`src/rtl/hilo_pkg.sv`:
```
// hilo_pkg: op encoding, FSM states and helpers shared by the HI/LO unit.
package hilo_pkg;
    localparam logic [2:0] OP_NOP   = 3'b000;
    localparam logic [2:0] OP_MTHI  = 3'b001;
    localparam logic [2:0] OP_MTLO  = 3'b010;
    localparam logic [2:0] OP_MTHL  = 3'b011;
    localparam logic [2:0] OP_MULT  = 3'b100;
    localparam logic [2:0] OP_MULTU = 3'b101;
    localparam logic [2:0] OP_DIV   = 3'b110;
    localparam logic [2:0] OP_DIVU  = 3'b111;

    typedef enum logic [1:0] {IDLE, MUL_WAIT, DIV_RUN, DIV_FIX} state_e;

    function automatic logic is_muldiv(input logic [2:0] op);
        return op[2];
    endfunction
endpackage

```
`src/rtl/hilo_muldiv_if.sv`:
```
// hilo_muldiv_if: request/status bundle between the EX stage and the HI/LO unit.
interface hilo_muldiv_if #(
    parameter int WIDTH = 32
) ();
    logic             op_valid;
    logic [2:0]       op;
    logic [WIDTH-1:0] src_a;
    logic [WIDTH-1:0] src_b;
    logic             flush;
    logic             op_ready;
    logic             busy;
    logic             done;
    logic             div_by_zero;
    logic [WIDTH-1:0] hi_out;
    logic [WIDTH-1:0] lo_out;

    modport master (
        output op_valid, op, src_a, src_b, flush,
        input  op_ready, busy, done, div_by_zero, hi_out, lo_out
    );
    modport slave (
        input  op_valid, op, src_a, src_b, flush,
        output op_ready, busy, done, div_by_zero, hi_out, lo_out
    );
endinterface

```
`src/rtl/hilo_div_core.sv`:
```
// hilo_div_core: unsigned restoring divider, one quotient bit per clock.
module hilo_div_core #(
    parameter int WIDTH = 32
) (
    input  logic             clk,
    input  logic             rst,
    input  logic             start,
    input  logic             flush,
    input  logic [WIDTH-1:0] dividend,
    input  logic [WIDTH-1:0] divisor,
    output logic [WIDTH-1:0] quotient,
    output logic [WIDTH-1:0] remainder,
    output logic             last
);
    localparam int CW = $clog2(WIDTH);
    logic [WIDTH-1:0] q_q, r_q, d_q;
    logic [CW-1:0]    cnt_q;
    logic             run_q;
    logic [WIDTH:0]   trial;

    // Shift the next dividend bit into the partial remainder and try the subtract.
    assign trial = {r_q, q_q[WIDTH-1]} - {1'b0, d_q};
    assign last = run_q && cnt_q == CW'(WIDTH - 1);
    assign quotient = q_q;
    assign remainder = r_q;

    always_ff @(posedge clk or posedge rst) begin
        if (rst) begin
            q_q <= '0;
            r_q <= '0;
            d_q <= '0;
            cnt_q <= '0;
            run_q <= 1'b0;
        end else if (start) begin
            q_q <= dividend;
            r_q <= '0;
            d_q <= divisor;
            cnt_q <= '0;
            run_q <= 1'b1;
        end else if (flush) begin
            run_q <= 1'b0;
        end else if (run_q) begin
            q_q <= {q_q[WIDTH-2:0], !trial[WIDTH]};
            r_q <= trial[WIDTH] ? {r_q[WIDTH-2:0], q_q[WIDTH-1]} : trial[WIDTH-1:0];
            cnt_q <= cnt_q + 1'b1;
            run_q <= !last;
        end
    end
endmodule

```
`src/rtl/hilo_muldiv.sv`:
```
// hilo_muldiv: HI/LO registers with move, pipelined multiply and iterative divide paths.
module hilo_muldiv
    import hilo_pkg::*;
#(
    parameter int WIDTH = 32,
    parameter int MUL_STAGES = 2
) (
    input logic          clk,
    input logic          rst,
    hilo_muldiv_if.slave bus
);
    localparam int MCW = MUL_STAGES > 1 ? $clog2(MUL_STAGES) : 1;
    state_e             state_q, state_d;
    logic [WIDTH-1:0]   hi_q, hi_d, lo_q, lo_d, a_abs, b_abs, quot, rem;
    logic [2*WIDTH-1:0] prod_q, prod_d, mul_a, mul_b;
    logic [MCW-1:0]     mcnt_q, mcnt_d;
    logic               done_q, done_d, dbz_q, dbz_d, qneg_q, qneg_d, rneg_q, rneg_d;
    logic               accept, sgn, a_neg, b_neg, b_zero, div_start, div_last, mul_last;

    assign bus.op_ready = state_q == IDLE && !bus.flush;
    assign bus.busy = state_q != IDLE;
    assign bus.done = done_q;
    assign bus.div_by_zero = dbz_q;
    assign bus.hi_out = hi_q;
    assign bus.lo_out = lo_q;
    assign accept = bus.op_valid && bus.op_ready;
    assign sgn = !bus.op[0];
    assign a_neg = sgn && bus.src_a[WIDTH-1];
    assign b_neg = sgn && bus.src_b[WIDTH-1];
    assign b_zero = bus.src_b == '0;
    assign div_start = accept && bus.op[2:1] == 2'b11 && !b_zero;
    // Sign-extending to 2*WIDTH lets one unsigned multiply serve MULT and MULTU.
    assign mul_a = {{WIDTH{a_neg}}, bus.src_a};
    assign mul_b = {{WIDTH{b_neg}}, bus.src_b};
    assign a_abs = a_neg ? -bus.src_a : bus.src_a;
    assign b_abs = b_neg ? -bus.src_b : bus.src_b;
    assign mul_last = mcnt_q == MCW'(MUL_STAGES - 1);

    hilo_div_core #(.WIDTH(WIDTH)) u_div (
        .clk      (clk),
        .rst      (rst),
        .start    (div_start),
        .flush    (bus.flush),
        .dividend (a_abs),
        .divisor  (b_abs),
        .quotient (quot),
        .remainder(rem),
        .last     (div_last)
    );

    always_comb begin
        state_d = state_q;
        hi_d = hi_q;
        lo_d = lo_q;
        prod_d = prod_q;
        mcnt_d = mcnt_q;
        qneg_d = qneg_q;
        rneg_d = rneg_q;
        done_d = 1'b0;
        dbz_d = 1'b0;
        case (state_q)
            IDLE: begin
                if (accept && !is_muldiv(bus.op)) begin
                    hi_d = bus.op[0] ? bus.src_a : hi_q;
                    lo_d = bus.op[1] ? (bus.op[0] ? bus.src_b : bus.src_a) : lo_q;
                end else if (accept && !bus.op[1]) begin
                    state_d = MUL_WAIT;
                    prod_d = mul_a * mul_b;
                    mcnt_d = '0;
                end else if (accept) begin
                    state_d = b_zero ? IDLE : DIV_RUN;
                    done_d = b_zero;
                    dbz_d = b_zero;
                    qneg_d = a_neg ^ b_neg;
                    rneg_d = a_neg;
                end
            end
            MUL_WAIT: begin
                state_d = bus.flush || mul_last ? IDLE : MUL_WAIT;
                mcnt_d = mcnt_q + 1'b1;
                if (!bus.flush && mul_last) begin
                    {hi_d, lo_d} = prod_q;
                    done_d = 1'b1;
                end
            end
            DIV_RUN: state_d = bus.flush ? IDLE : div_last ? DIV_FIX : DIV_RUN;
            DIV_FIX: begin
                state_d = IDLE;
                if (!bus.flush) begin
                    lo_d = qneg_q ? -quot : quot;
                    hi_d = rneg_q ? -rem : rem;
                    done_d = 1'b1;
                end
            end
            default: state_d = IDLE;
        endcase
    end

    always_ff @(posedge clk or posedge rst) begin
        if (rst) begin
            state_q <= IDLE;
            hi_q <= '0;
            lo_q <= '0;
            prod_q <= '0;
            mcnt_q <= '0;
            qneg_q <= 1'b0;
            rneg_q <= 1'b0;
            done_q <= 1'b0;
            dbz_q <= 1'b0;
        end else begin
            state_q <= state_d;
            hi_q <= hi_d;
            lo_q <= lo_d;
            prod_q <= prod_d;
            mcnt_q <= mcnt_d;
            qneg_q <= qneg_d;
            rneg_q <= rneg_d;
            done_q <= done_d;
            dbz_q <= dbz_d;
        end
    end
endmodule

```
`src/flat_wrapper.sv`:
```
// flat-port wrapper written by rule: the top's interface ports become plain ports
module hilo_muldiv_flat import hilo_pkg::*;
#(
    parameter int WIDTH = 32,
    parameter int MUL_STAGES = 2
)
  (clk, rst, bus_op_valid, bus_op, bus_src_a, bus_src_b, bus_flush, bus_op_ready, bus_busy, bus_done, bus_div_by_zero, bus_hi_out, bus_lo_out);
  hilo_muldiv_if #(.WIDTH(WIDTH)) bus_i ();
  input logic clk;
  input logic rst;
  input wire logic [$bits(bus_i.op_valid)-1:0] bus_op_valid;
  input wire logic [$bits(bus_i.op)-1:0] bus_op;
  input wire logic [$bits(bus_i.src_a)-1:0] bus_src_a;
  input wire logic [$bits(bus_i.src_b)-1:0] bus_src_b;
  input wire logic [$bits(bus_i.flush)-1:0] bus_flush;
  output wire logic [$bits(bus_i.op_ready)-1:0] bus_op_ready;
  output wire logic [$bits(bus_i.busy)-1:0] bus_busy;
  output wire logic [$bits(bus_i.done)-1:0] bus_done;
  output wire logic [$bits(bus_i.div_by_zero)-1:0] bus_div_by_zero;
  output wire logic [$bits(bus_i.hi_out)-1:0] bus_hi_out;
  output wire logic [$bits(bus_i.lo_out)-1:0] bus_lo_out;
  assign bus_i.op_valid = bus_op_valid;
  assign bus_i.op = bus_op;
  assign bus_i.src_a = bus_src_a;
  assign bus_i.src_b = bus_src_b;
  assign bus_i.flush = bus_flush;
  assign bus_op_ready = bus_i.op_ready;
  assign bus_busy = bus_i.busy;
  assign bus_done = bus_i.done;
  assign bus_div_by_zero = bus_i.div_by_zero;
  assign bus_hi_out = bus_i.hi_out;
  assign bus_lo_out = bus_i.lo_out;
  hilo_muldiv #(.WIDTH(WIDTH), .MUL_STAGES(MUL_STAGES)) u_core (.clk(clk), .rst(rst), .bus(bus_i));
endmodule
```
`config.mk`:
```
export PLATFORM = sky130hd
export DESIGN_NAME = hilo_muldiv_flat
export DESIGN_NICKNAME = d
export VERILOG_FILES = /design/src/rtl/hilo_pkg.sv /design/src/rtl/hilo_muldiv_if.sv /design/src/rtl/hilo_div_core.sv /design/src/rtl/hilo_muldiv.sv /design/src/flat_wrapper.sv
export SDC_FILE = /design/constraint.sdc
export NUM_CORES = 2
export LEC_CHECK = 0
export ABC_AREA = 1
export CAP_MARGIN = 20
export CORE_MARGIN = 2
export CORE_UTILIZATION = 60
export CTS_BUF_LIST = sky130_fd_sc_hd__clkbuf_2 sky130_fd_sc_hd__clkbuf_4 sky130_fd_sc_hd__clkbuf_8
export DETAILED_ROUTE_END_ITERATION = 10
export PLACE_DENSITY = 0.79
export SYNTH_ARGS = -nofsm -noshare
export SYNTH_HDL_FRONTEND = slang
export SYNTH_SLANG_ARGS = --single-unit
```
`constraint.sdc`:
```
create_clock -name clk -period 15.9 [get_ports clk]
set_input_delay 1.59 -clock clk [delete_from_list [all_inputs] [get_ports clk]]
set_output_delay 1.59 -clock clk [all_outputs]
set_load 0.05 [all_outputs]
```
Word-level counts from Yosys, hierarchy flattened
Cells that the tools add are included.
{ "totals": {"ff_bits": 237, "inputBits": 71, "elab_cells": 116} }
{ "op_classes": {"n_addsub": 7, "multipliers": 1, "n_eq_ne": 14, "mux": 46, "n_bitwise": 3, "reduce_logical": 31} }
{ "ops": {"columns": ["operator", "count"], "rows": [
  ["$mux 32", 20],
  ["$pmux 32 s3", 2],
  ["$neg 32->32", 4],
  ["$mul 33x33->64", 1],
  ["$sub 33x32->33", 1],
  ["$logic_not 32->1", 1],
  ["$mux 5", 3],
  ["$mux 1", 13],
  ["$ne 2x2->1 const B", 6],
  ["$logic_and 1x1->1", 10],
  ["$mux 2", 5],
  ["$reduce_and 5->1", 2],
  ["$pmux 2 s4", 1],
  ["$logic_not 1->1", 7],
  ["$eq 2x2->1 const B", 3],
  ["$reduce_and 3->1", 2],
  ["$reduce_bool 2->1", 3],
  ["$add 5x1->5 const B", 1],
  ["$eq 5x5->1 const B", 1],
  ["$ne 2x1->1 const B", 2],
  ["$reduce_and 2->1", 2],
  ["$reduce_and 4->1", 1],
  ["$ne 3x2->1 const B", 1],
  ["$pmux 1 s3", 1],
  ["other kinds (8)", 9]
]} }

Longest topological paths before layout
{ "logic_depth": {"depth_word": 7, "mapped_depth": 35, "depth_no_buf": 33} }

Modules after synthesis
Synthesis repeated with hierarchy kept, for this count alone.
{ "hier_totals": {"cells_unflattened": 7635, "hier_area_um2": 57028.4} }
{ "by_module_without_submodules": {"columns": ["module", "instances", "cells_each", "area_per_inst_um2"], "rows": [
  ["hilo_muldiv", 1, 6571, 49849.1],
  ["hilo_div_core", 1, 1064, 7179.4]
]} }

Worst setup path after synthesis
OpenSTA, ideal clock, no wires.
{ "synth_timing": {"kind": "input to register", "startpoint": "in bus_op[0]", "endpoint": "reg u_core.prod_q[51]", "setup_ns": 0.117, "t_arrival_ns": 9.011, "t_required_ns": 15.783, "slack_ns": 6.772, "cell_stages": 29, "cell_sequence": "clkbuf_1 clkbuf_1 clkbuf_1 clkbuf_1 nor2_1 fa_1 fa_1 fa_1 inv_1 fa_1 inv_1 fa_1 fa_1 inv_1 fa_1 inv_1 fa_1 ha_1 nand2_1 nor2_1 nand2_1 inv_1 nand2_1 nor3_1 nand2_1 nand3_1 nand2_1 nand3_1 nand2_1"} }
{ "synth_between": {"elab_chain_cells": 3} }
{ "synth_rtl": {"columns": ["item", "line", "text"], "rows": [
  ["start: declaration", "flat_wrapper.sv:12", "input wire logic [$bits(bus_i.op)-1:0] bus_op;"],
  ["$logic_not 1->1 (*)", "hilo_muldiv.sv:27", "assign sgn = !bus.op[0];"],
  ["$logic_and 1x1->1 (on tied branches)", "hilo_muldiv.sv:28, hilo_muldiv.sv:29", null],
  ["$mul 33x33->64 (*)", "hilo_muldiv.sv:68", "prod_d = mul_a * mul_b;"],
  ["end signal: assignment", "hilo_muldiv.sv:114", "prod_q <= prod_d;"],
  ["end: declaration", "hilo_muldiv.sv:15", "logic [2*WIDTH-1:0] prod_q, prod_d, mul_a, mul_b;"]
]} }
Every way passes the cells marked *; elsewhere a longest branch is shown, timed or not.
A chain may end at the register's enable or synchronous reset.

Final worst setup path
{ "layout_timing": {"startpoint": "in bus_src_b[0]", "endpoint": "reg u_core.prod_q[63]"} }
{ "layout_between": {"elab_chain_cells": 1} }
{ "layout_rtl": {"columns": ["item", "line", "text"], "rows": [
  ["start: declaration", "flat_wrapper.sv:14", "input wire logic [$bits(bus_i.src_b)-1:0] bus_src_b;"],
  ["$mul 33x33->64", "hilo_muldiv.sv:68", null]
]} }
Every way passes these cells.

==> qor.json <==
{
  "outcome": {
    "run_status": "completed"
  },
  "synthesis": {
    "instance_count_of_the_mapped_netlist": 7643,
    "synth.ff_latch_count": 237,
    "synth_ff_type": "dfrtp_1",
    "yosys.cell_count.top_type": "nand2_1",
    "yosys-top-cells-area": "fa_1 (40%), nand2_1 (15%), inv_1 (12%)",
    "post-synth-top-area-fraction": 0.396,
    "synthesis.area_sq_um": 56900,
    "synth.avg_cell_area_sq_um": 7.45,
    "synth-edff-count": 0,
    "register_area_share_after_synthesis": 0.104,
    "ys_top_cells_by_count": "nand2_1 (2225), inv_1 (1863), fa_1 (1126)",
    "syn-num-nets": 9090,
    "count_of_distinct_cell_types_in_the_synthesized_netlist": 59,
    "yosysTopAreaCell": "fa_1",
    "ys.warnings.count": 0,
    "ys_async_sr_fraction": 1.00
  },
  "place": {
    "dp_worst_setup_slack_ns": 5.46,
    "portBuffers": 138,
    "detailedPlacementHpwl_mm": 167,
    "placedInstanceArea_sq_um": 58700,
    "place.detailed.instances": 8764,
    "place_congestion": 1.08
  },
  "grt": {
    "via_count_of_the_first_global_routing_pass": 54000,
    "grt_start_max_net_pins": 101,
    "global_route.overflow_total": 0,
    "track_usage": 0.448,
    "first_pass_grt_wire_length_mm": 326,
    "antenna_found_initial": 16
  },
  "setup_path": {
    "worstSetupEndpointType": "flop",
    "timing.critical_path.mode_cell": "fa_1",
    "worstSetupStartpointType": "input port",
    "crit_slowest_cell": "fa_1",
    "worst-r2r-cell-count": 11,
    "crit_path_start": "bus_src_b[0]",
    "worst_ep_required_time_ns": 16.43,
    "reg2reg_to": "u_core.u_div.quotient[0]$_DFFE_PP0P_",
    "critPathMaxFanout": 34,
    "critPathKind": "input port to flop",
    "worst_setup_path_endpoint": "u_core.prod_q[63]$_DFFE_PP0P_",
    "arrival_ns": 10.31,
    "reg2reg_from": "u_core.state_q[0]$_DFFE_PP0P_",
    "ff2ff_setup_slack_ns": 11.96,
    "critPathMaxStageDelay_ns": 1.09
  },
  "clocking": {
    "ctsHtreeMaxLevel": 2,
    "hold_buffers_post_cts": 0,
    "clk_path_buf_depth": 3,
    "sink_count": 237,
    "cts.repair_timing.setup_buffer_count": 0,
    "clk-insertion-delay-late_ns": 0.66,
    "total_cts_buffers": 46,
    "ctsResizeCount": 0,
    "path_clk_slew_ns": 0.06,
    "tritoncts": "done",
    "ctsRootBufferMaster": "clkbuf_8"
  },
  "cells_and_area": {
    "post_route_cells_drive_above_1_share": 0.0399,
    "nFillCells": 8128,
    "nNetsFinal": 9007,
    "layoutNonFillerInstCount": 8858,
    "final_area_sq_um": 59800,
    "layout-area-overhead-vs-synth_pct": 5.14
  },
  "drt": {
    "detail_route.wirelength_mm": 213,
    "routed_wire_length_per_instance_um": 24.1,
    "via_per_inst": 5.85,
    "remaining_number_of_nets_flagged_by_the_antenna_check_after_routing": 0,
    "detailedRoute.firstIterationViolations": 6556,
    "firstDrtPassIters": 7,
    "drc_errors": 0,
    "detailroute.via_count": 51800
  },
  "floorplanning": {
    "die_h_um": 312,
    "fp-row-count": 112,
    "boundaryPins": 139,
    "initial_utilization": 0.608,
    "fp.dieArea_sq_um": 97400,
    "die_width_um": 312,
    "floorplan.core_area_sq_um": 93600
  },
  "min_path": {
    "hold_path.class": "flop to flop"
  },
  "timing": {
    "timing.final.setup_violations": 0,
    "max_slew.worst_pin.slew_ns": 1.14,
    "finalMaxSlewViolations": 0,
    "totalNegativeSetupSlack_ns": 0,
    "layout_worst_path_cycle_share": 0.615,
    "fin_worst_skew_ns": 0.0547,
    "final_period_minus_worst_setup_slack_ns": 9.78,
    "unrepaired_setup_endpoints_after_global_routing": "false",
    "slew_headroom": 0.234,
    "setup_slack_ns": 6.12,
    "max_freq_ghz": 0.102,
    "finalHoldViolCount": 0
  },
  "flow_run": {
    "timing.max_cap.violations": 0
  }
}
routing by layer:
metal / part of all wire / global-route usage / vias to the layer above
li1: - / - / 22100
met1: 0.37 / 0.581 / 25200
met4: 0.073 / 0.259 / 14
met5: 0.00037 / 0 / -
met2: 0.43 / 0.664 / 3625
met3: 0.13 / 0.144 / 844
layout by cell type (no fill, tap or decap), drive strengths merged, types with 3 or more instances in the layout:
cell           synthesis  final
nor3                  38     38
nand3b                 9      9
o211ai                43     43
dfrtp                237    237
nor2                 433    433
nand4                 64     64
nand2               2235   2235
o21a                   8      8
nor4                   9      9
a21oi                149    149
clkbuf               198     66
a21boi                 9      9
o221ai                13     13
a211oi                 3      3
a31oi                 15     15
nand3                337    337
o21ai                240    240
a2bb2oi               24     24
inv                 1880   1882
xnor2                 31     31
o21bai                20     20
o22ai                  5      5
clkinv                 1     12
diode                  0      9
a21o                   6      6
buf                  164    148
ha                   250    250
fa                  1126   1126
or2                   17     17
clkdlybuf4s50          0     82
bufinv                 0      5
xor2                  63     63
registers in the layout, indices dropped and copies added (netlist names):
signal	flops
u_core.bus.div_by_zero	1
u_core.bus.done	1
u_core.bus.hi_out	32
u_core.bus.lo_out	32
u_core.mcnt_q	1
u_core.prod_q	64
u_core.qneg_q	1
u_core.rneg_q	1
u_core.state_q	2
u_core.u_div.cnt_q	5
u_core.u_div.d_q	32
u_core.u_div.quotient	32
u_core.u_div.remainder	32
u_core.u_div.run_q	1
critical path: cells and delay by family:
kind,cells,cell delay [ns]
fa+ha+maj,9,5.27
buf+inv,6,1.72
simple gates,11,1.65
cell type report:
cell class	count	area [sq um]	share of cell area
clock inverters	18	225	0.00376
clock buffers	65	838	0.0140
well taps	1254	1570	0.0262
multi-input cells	5163	42400	0.708
flip-flops and latches	237	5930	0.0991
diodes	9	22.5	0.000376
inverters	1881	7070	0.118
repair buffers	231	1800	0.0301
how the worst min path moves through the flow:
stage / startpoint / to / depth (start not counted)
detailed placement: u_core.bus.lo_out[0]$_DFFE_PP0P_ / u_core.bus.lo_out[0]$_DFFE_PP0P_ / 2
global placement: u_core.bus.lo_out[0]$_DFFE_PP0P_ / u_core.bus.lo_out[0]$_DFFE_PP0P_ / 2
CTS: u_core.u_div.quotient[0]$_DFFE_PP0P_ / u_core.u_div.quotient[1]$_DFFE_PP0P_ / 2
finish: u_core.bus.lo_out[5]$_DFFE_PP0P_ / u_core.bus.lo_out[5]$_DFFE_PP0P_ / 2
floorplan: u_core.prod_q[1]$_DFFE_PP0P_ / u_core.prod_q[1]$_DFFE_PP0P_ / 2
global route: u_core.bus.lo_out[0]$_DFFE_PP0P_ / u_core.bus.lo_out[0]$_DFFE_PP0P_ / 2
kinds of logic (layout without fill, tap and decap cells):
group / Yosys count / after routing / synth area share
and+or+nand+nor: 3150 / 3150 / 0.223
buffers and inverters: 2243 / 2195 / 0.152
adders and majority gates: 1376 / 1376 / 0.451
AOI/OAI and AO/OA: 543 / 543 / 0.0558
DFF: 237 / 237 / 0.104
xor gates and xnor gates: 94 / 94 / 0.0145
other: 0 / 9 / 0
metrics by stage:
step,util,hold WS (ns)
2_1_floorplan,-,0.442
3_3_place_gp,0.628,0.463
3_5_place_dp,0.628,0.467
4_1_cts,0.639,0.483
5_1_grt,0.639,0.506
6_report,0.639,0.479
Power is left out: the tool's default activity adds up to more than one toggle a clock period on the data nets, which glitch-free logic cannot reach.
